--- src/rtl/red_pitaya_dac_softstart.sv ---
// red_pitaya_dac_softstart: slew-limited ramp of a DAC channel between 0 and the live waveform on enable/disable
module red_pitaya_dac_softstart #(
  parameter int DW   = 14,
  parameter int DIVW = 16
) (
  input  logic            dac_clk_i,
  input  logic            dac_rst_i,
  input  logic [DW-1:0]   dat_i,
  input  logic            ena_i,
  input  logic [DW-1:0]   set_step_i,
  input  logic [DIVW-1:0] set_div_i,
  input  logic            set_bypass_i,
  output logic [DW-1:0]   dat_o,
  output logic [1:0]      state_o,
  output logic            busy_o
);
  typedef enum logic [1:0] {IDLE, RAMP_UP, TRACK, RAMP_DOWN} state_t;
  state_t          state_q, state_d;
  logic [DW-1:0]   cur_q, cur_d, tgt, slew;
  logic [DIVW-1:0] div_q, div_d;
  logic [DW:0]     diff, adiff;
  logic            busy_q, tick, lands;
  assign tgt   = state_q == RAMP_DOWN ? '0 : dat_i;
  assign diff  = {tgt[DW-1], tgt} - {cur_q[DW-1], cur_q};
  assign adiff = diff[DW] ? -diff : diff;
  assign lands = set_step_i == '0 || adiff <= {1'b0, set_step_i};
  assign slew  = lands ? tgt : diff[DW] ? cur_q - set_step_i : cur_q + set_step_i;
  assign tick  = div_q == set_div_i;
  // Next state, next output code and prescaler; prescaler restarts on every ramp entry
  always_comb begin
    state_d = state_q;
    cur_d   = cur_q;
    if (set_bypass_i) begin
      state_d = IDLE;
      cur_d   = dat_i;
    end else begin
      case (state_q)
        IDLE: begin
          cur_d   = '0;
          state_d = ena_i ? RAMP_UP : IDLE;
        end
        RAMP_UP:
          if (!ena_i) state_d = RAMP_DOWN;
          else if (tick) begin
            cur_d   = slew;
            state_d = lands ? TRACK : RAMP_UP;
          end
        TRACK:
          if (!ena_i) state_d = RAMP_DOWN;
          else cur_d = dat_i;
        RAMP_DOWN:
          if (ena_i) state_d = RAMP_UP;
          else if (tick) begin
            cur_d   = slew;
            state_d = lands ? IDLE : RAMP_DOWN;
          end
        default: state_d = IDLE;
      endcase
    end
    div_d = ((state_d == RAMP_UP || state_d == RAMP_DOWN) && state_d != state_q) ? '0 :
            div_q >= set_div_i ? '0 : div_q + 1'b1;
  end
  // State, output code, prescaler and busy flag registers
  always_ff @(posedge dac_clk_i) begin
    if (dac_rst_i) begin
      state_q <= IDLE;
      cur_q   <= '0;
      div_q   <= '0;
      busy_q  <= 1'b0;
    end else begin
      state_q <= state_d;
      cur_q   <= cur_d;
      div_q   <= div_d;
      busy_q  <= state_d == RAMP_UP || state_d == RAMP_DOWN;
    end
  end
  assign dat_o   = cur_q;
  assign state_o = state_q;
  assign busy_o  = busy_q;
endmodule

--- config.mk ---
export PLATFORM = sky130hd
export DESIGN_NAME = red_pitaya_dac_softstart
export DESIGN_NICKNAME = d
export VERILOG_FILES = /design/src/rtl/red_pitaya_dac_softstart.sv
export SDC_FILE = /design/constraint.sdc
export NUM_CORES = 1
export LEC_CHECK = 0
export CORE_MARGIN = 3
export CORE_UTILIZATION = 62
export CTS_BUF_LIST = sky130_fd_sc_hd__clkbuf_4
export CTS_CLUSTER_SIZE = 25
export DETAILED_ROUTE_END_ITERATION = 7
export HOLD_SLACK_MARGIN = 0.05
export PLACE_DENSITY_LB_ADDON = 0.12
export SYNTH_ARGS = -nofsm -noshare
export SYNTH_HDL_FRONTEND = slang
export SYNTH_SLANG_ARGS = --single-unit
export TNS_END_PERCENT = 20
--- constraint.sdc ---
create_clock -name dac_clk_i -period 14.35 [get_ports dac_clk_i]
set_clock_uncertainty 0.15 [all_clocks]
set_input_delay 2.1525 -clock dac_clk_i [delete_from_list [all_inputs] [get_ports dac_clk_i]]
set_output_delay 2.1525 -clock dac_clk_i [all_outputs]
set_load 0.02 [all_outputs]
[Word-level counts from Yosys, hierarchy flattened]
Cells that the tools add are included.
Storage, ports and cells
  bits of input ports: 48
  memory bits (writable): 0
  memories: 0
  word-level logic and storage cells: 48
  output and inout port bits: 17
  bits in read-only memories: 0
  register bits after elaboration: 33
  bits in latches: 0
Operators by class
  reductions and logical operators: 7
  divide/modulo/power cells: 0
  add/subtract/negate cells: 5
  multiply operators: 0
  equality and inequality tests: 10
  multiplexer cells: 20
  bitwise gates (word level): 0
  shift-type cells: 0
  magnitude comparators: 2
Operators with widths (count)
  2-to-1 mux 14 bit: 8
  one-hot mux 14 bit (4 select lines): 1
  adder 16 x 1 -> 16 bit (second input constant): 1
  == test 16 bit: 1
  >= comparator 16 bit: 1
  2-to-1 mux 2 bit: 8
  less-or-equal comparator 15 x 14 -> 1 bit: 1
  2-to-1 mux 15 bit: 1
  negation 15 bit: 1
  subtractor 14 x 14 -> 15 bit: 1
  adder 14 bit: 1
  zero test 14 bit: 1
  subtractor 14 bit: 1
  != test 3 bit (second input constant): 3
  one-hot mux 2 bit (4 select lines): 1
  == test 2 bit (second input constant): 3
  == test 2 x 1 -> 1 bit (second input constant): 2
  AND reduction 3 bit: 1
  OR reduction 3 bit: 1
  zero test 2 bit: 1
  logical OR 1 bit: 2
  != test 2 bit: 1
  logical AND 1 bit: 1
  2-to-1 mux 1 bit: 1

[Longest topological paths before layout]
  word-level depth: 16
  gate-level depth with buffers: 27
  depth with buffers taken out: 24

[Least setup slack after synthesis]
No wires, ideal clock.
  kind: in2reg
  from: input dat_i[0]
  to: register cur_q[2] (netlist: dat_o[2])
  stages on the path: 22
  arrival: 6538 ps
  required time: 14112 ps
  setup time: 88 ps
  path slack: 7574 ps
  path buffers: 1
  path through: nand2_1 -> ha_1 -> fa_1 -> nor2b_1 -> o21ai_0 -> a21oi_1 -> o21ai_1 -> xor2_1 -> nand4_1 -> nor4b_4 -> nor2_1 -> xor2_1 -> ha_1 -> a21oi_1 -> nor2b_1 -> a2111oi_0 -> o211ai_1 -> and3_1 -> a41oi_4 -> clkbuf_1 -> nand3_1 -> a311oi_2
Between the ends
  word-level cells in the longest chain between the ends: 11
  elaborated cells on any way between the ends: 13
  those cells by class: add/sub (2); order compare (1); mux (9); reduce/logical (1)
Ends and longest elaborated chain
  start: declaration: RTL line 8  | input logic [DW-1:0] dat_i,
  2-to-1 mux 14 bit (*): RTL line 23  | assign tgt = state_q == RAMP_DOWN ? '0 : dat_i;
  subtractor 14 x 14 -> 15 bit (*): RTL line 24  | assign diff = {tgt[DW-1], tgt} - {cur_q[DW-1], cur_q};
  negation 15 bit: RTL line 25  | assign adiff = diff[DW] ? -diff : diff;
  2-to-1 mux 15 bit: RTL line 25
  less-or-equal comparator 15 x 14 -> 1 bit: RTL line 26  | assign lands = set_step_i == '0 || adiff <= {1'b0, set_step_i};
  logical OR 1 bit: RTL line 26
  2-to-1 mux 14 bit (*): RTL line 27  | assign slew = lands ? tgt : diff[DW] ? cur_q - set_step_i : cur_q + set_step_i;
  2-to-1 mux 14 bit (*): RTL line 44, 53
  2-to-1 mux 14 bit, on equally long branches: RTL line 52, 43
  one-hot mux 14 bit (4 select lines) (*): RTL line 37  | case (state_q)
  2-to-1 mux 14 bit (*): RTL line 33  | if (set_bypass_i) begin
  end signal: assignment: RTL line 72  | cur_q <= cur_d;
  end: declaration: RTL line 19  | logic [DW-1:0] cur_q, cur_d, tgt, slew;
Every way passes the cells marked *; elsewhere a longest branch is shown, timed or not. The select of a mux whose other input is x is not followed.
A chain may end at the register's enable or synchronous reset.

[Final worst setup path]
  from: input dat_i[0]
  to: register cur_q[1] (netlist: dat_o[1])
Same word-level chain as after synthesis.

==> summary.txt <==
Worst setup path
  • Worst EP required: approximately 14 ns
  • Worst path arrival time: between 7 and 8 ns
  • Crit Path Category: in2reg
  • CP max FO: 16
  • Setup crit start kind: input pin
  • Setup crit end kind: register

CTS
  • Clock sink count: 32
  • CTS buffer count: 5
  • H-tree depth: 2
  • Root Driver: clkbuf_4
  • Hold buffer count at CTS: 0
  • Cts repair resizes: 0
  • Worst-Skew Late Latency: around 0.35 ns
  • Maximum buffer depth of the clock tree: 2
  • CTS tree: built
  • Clock transition at path regs: 0.10 ns
  • Setup bufs post-CTS: 0

Global routing
  • Total GRT Usage: 0.297
  • Total grt overflow: 0
  • Largest net degree at the start of global routing: 29
  • Initial antenna violation count: 0
  • Number of global-route vias before repair: 4397
  • First-pass GRT wire length: approximately 20 mm

Route
  • WL/cell: around 16 um
  • DR iter-0 viols: approximately 280
  • 1st-pass router iterations: 5
  • Vias per std cell: roughly 6.1
  • Final WL: between 10 and 15 mm
  • ANT nets after route: 0
  • Via Count: 4576
  • Residual DRC count: 0

Timing
  • Crit path time final: 7.64 ns
  • Slew Limit Fails: 0
  • Final TNS setup: 0 ns
  • Max Fclk: approximately 130 MHz
  • RSZ-0062 raised after global routing: false
  • Final worst-path cycle share: 0.532
  • Finish-stage setup viols: 0
  • Worst relative slew slack: 0.164
  • Worst Hold Slack: between 0.3 and 0.4 ns
  • Actual slew at the worst max-slew pin: 1.25 ns
  • Final Hold Vio Count: 0

Floorplan
  • Std cell rows: 30
  • Placeable Area: 6870 um^2
  • Die area: between 8000 and 9000 um^2
  • Die height: 90.8 um
  • Initial Util: 0.649
  • DIE WIDTH: ~90 um
  • I/O pin cnt: 65

Yosys
  • Flops & latches, synth: 32
  • Async set-or-reset flop fraction in the synthesized netlist: 0
  • Most frequent cells after synthesis: nor2_1 (67), ha_1 (56), inv_1 (52), nand2_1 (52), xnor2_1 (39)
  • YS warnings: 0
  • Main flop type after synthesis: dfxtp_1
  • Post-Syn Area: 4460 um^2
  • Sequential share of the synthesized area: 0.144
  • Distinct cell type count after synthesis: 60
  • Syn Nets: 710
  • Leading cell types by total area after synthesis: ha_1 (16%), dfxtp_1 (14%), xnor2_1 (7.7%)
  • Synthesized netlist cell count: between 600 and 700
  • Yosys top cell by area: ha_1
  • Most common cell in the synthesized netlist: nor2_1
  • Synth top area share: 0.157
  • EDFF count, synth: 0
  • Mean Syn Cell Area: 7.38 um^2

Worst hold path
  • Hold crit path type: reg2reg

Power and ir drop
  • Leak pwr: between 2 and 2.5 nW
  • Peak VDD IR: between 0.05 and 0.06 mV
  • PD cells: 90.1 nW/um^2
  • Power Total: ~470 uW

Place
  • Post-DP HPWL: 9.70 mm
  • Gpl congestion: 0.878
  • Port Buf Inserts: 64

Final layout
  • Antenna diodes: 0
  • Final nets: roughly 760
  • Layout cells sized above 1: 0.0410
  • Syn-to-layout area delta: 16.8%
  • Fill count: 582

Job
  • Max-cap viol count: 0

Run status
  • Status: finished clean
[metrics by stage]
| step | util | area (um^2) | instances | setup WS (ns) |
|---|---|---|---|---|
| after floorplan | - | 4460 | 604 | 7.57 |
| after global placement | 0.750 | 5150 | 747 | 6.73 |
| after detailed placement | 0.750 | 5150 | 747 | 6.43 |
| after CTS | 0.758 | 5210 | 755 | 6.80 |
| after global routing | 0.758 | 5210 | 755 | 6.27 |
| final | 0.758 | 5210 | 755 | 6.71 |
[worst paths after layout]
path / start / to / slack (ns) / depth (start not counted)
min reg2reg: div_q[0] / div_q[0] / 0.38 / 1
max: dat_i[0] / dat_o[1] / 6.71 / 22
min: div_q[0] / div_q[0] / 0.38 / 1
max reg2reg: busy_o / dat_o[1] / 7.63 / 21
[critical path, stage by stage]
cell and delay, ns:
clkdlybuf4s50_1 0.49, nand2_1 0.08, ha_1 0.24, fa_1 0.40
nor2b_1 0.21, o21ai_0 0.15, a21oi_1 0.34, o21ai_1 0.14
xor2_1 0.24, nand4_1 0.26, nor4b_4 0.44, nor2_1 0.09
xor2_1 0.15, ha_1 0.33, a21oi_1 0.17, nor2b_1 0.06
a2111oi_0 0.36, o211ai_1 0.13, and3_1 0.24, a41oi_4 0.57
mux2i_1 0.17, a311oi_1 0.30
[report_power, final]
part,internal [mW],switching (mW),leakage (nW)
Sequential,0.0934,0.00778,0.261
Combinational,0.136,0.177,1.96
Clock,0.0226,0.0328,0.0338
[flip-flops by register name, indices dropped and copies added (netlist names)]
signal,cells
dat_o,14
state_o,1
div_q,16
busy_o,1
[cell families after synthesis]
logic type | count (synthesis) | share of synthesized area
buffers and inverters | 71 | 0.0626
xor gates and xnor gates | 63 | 0.127
and+or+nand+nor | 241 | 0.273
adders and majority gates | 58 | 0.166
DFF | 32 | 0.144
muxes | 4 | 0.00898
AOI/OAI and AO/OA | 135 | 0.218
[routing by layer]
| metal | GRT usage | vias to the layer above | share of wire |
|---|---|---|---|
| met3 | 0.0433 | 38 | 0.056 |
| met5 | 0 | - | 0 |
| met1 | 0.381 | 2135 | 0.44 |
| met2 | 0.494 | 171 | 0.47 |
| li1 | - | 2232 | - |
| met4 | 0.126 | 0 | 0.036 |
[cell usage in the layout (no fill, tap or decap), types with 3 or more instances in the layout]
| cell type | instances |
|---|---|
| a21bo_2 | 3 |
| inv_1 | 52 |
| nor2_1 | 67 |
| nand3b_1 | 3 |
| clkbuf_4 | 7 |
| a21oi_1 | 33 |
| xor2_1 | 22 |
| nand2_1 | 52 |
| o21ai_0 | 19 |
| xnor2_1 | 39 |
| and3_1 | 3 |
| nand2b_1 | 12 |
| a311oi_1 | 13 |
| dfxtp_1 | 32 |
| nor3_1 | 12 |
| o211ai_1 | 5 |
| or3_1 | 6 |
| nor3b_1 | 3 |
| or2_2 | 3 |
| a211oi_1 | 3 |
| o31ai_1 | 6 |
| ha_1 | 56 |
| o21a_1 | 14 |
| mux2i_1 | 4 |
| nand4_1 | 15 |
| clkdlybuf4s50_1 | 64 |
| nand3_1 | 30 |
| a31oi_1 | 5 |
| a21o_1 | 3 |
| nor2b_1 | 15 |
| a21boi_0 | 11 |
| and2_1 | 14 |
[final cells by class]
cell class | instances | area [um^2] | share of cell area
Clock buffer | 7 | 52.6 | 0.0101
Clock inverter | 1 | 3.75 | 0.000721
Inverter | 52 | 195 | 0.0375
Multi-Input combinational cell | 501 | 3540 | 0.680
Sequential cell | 32 | 641 | 0.123
Tap cell | 96 | 120 | 0.0231
Timing Repair Buffer | 66 | 656 | 0.126
No activity file was read; power rests on OpenSTA's default activity.
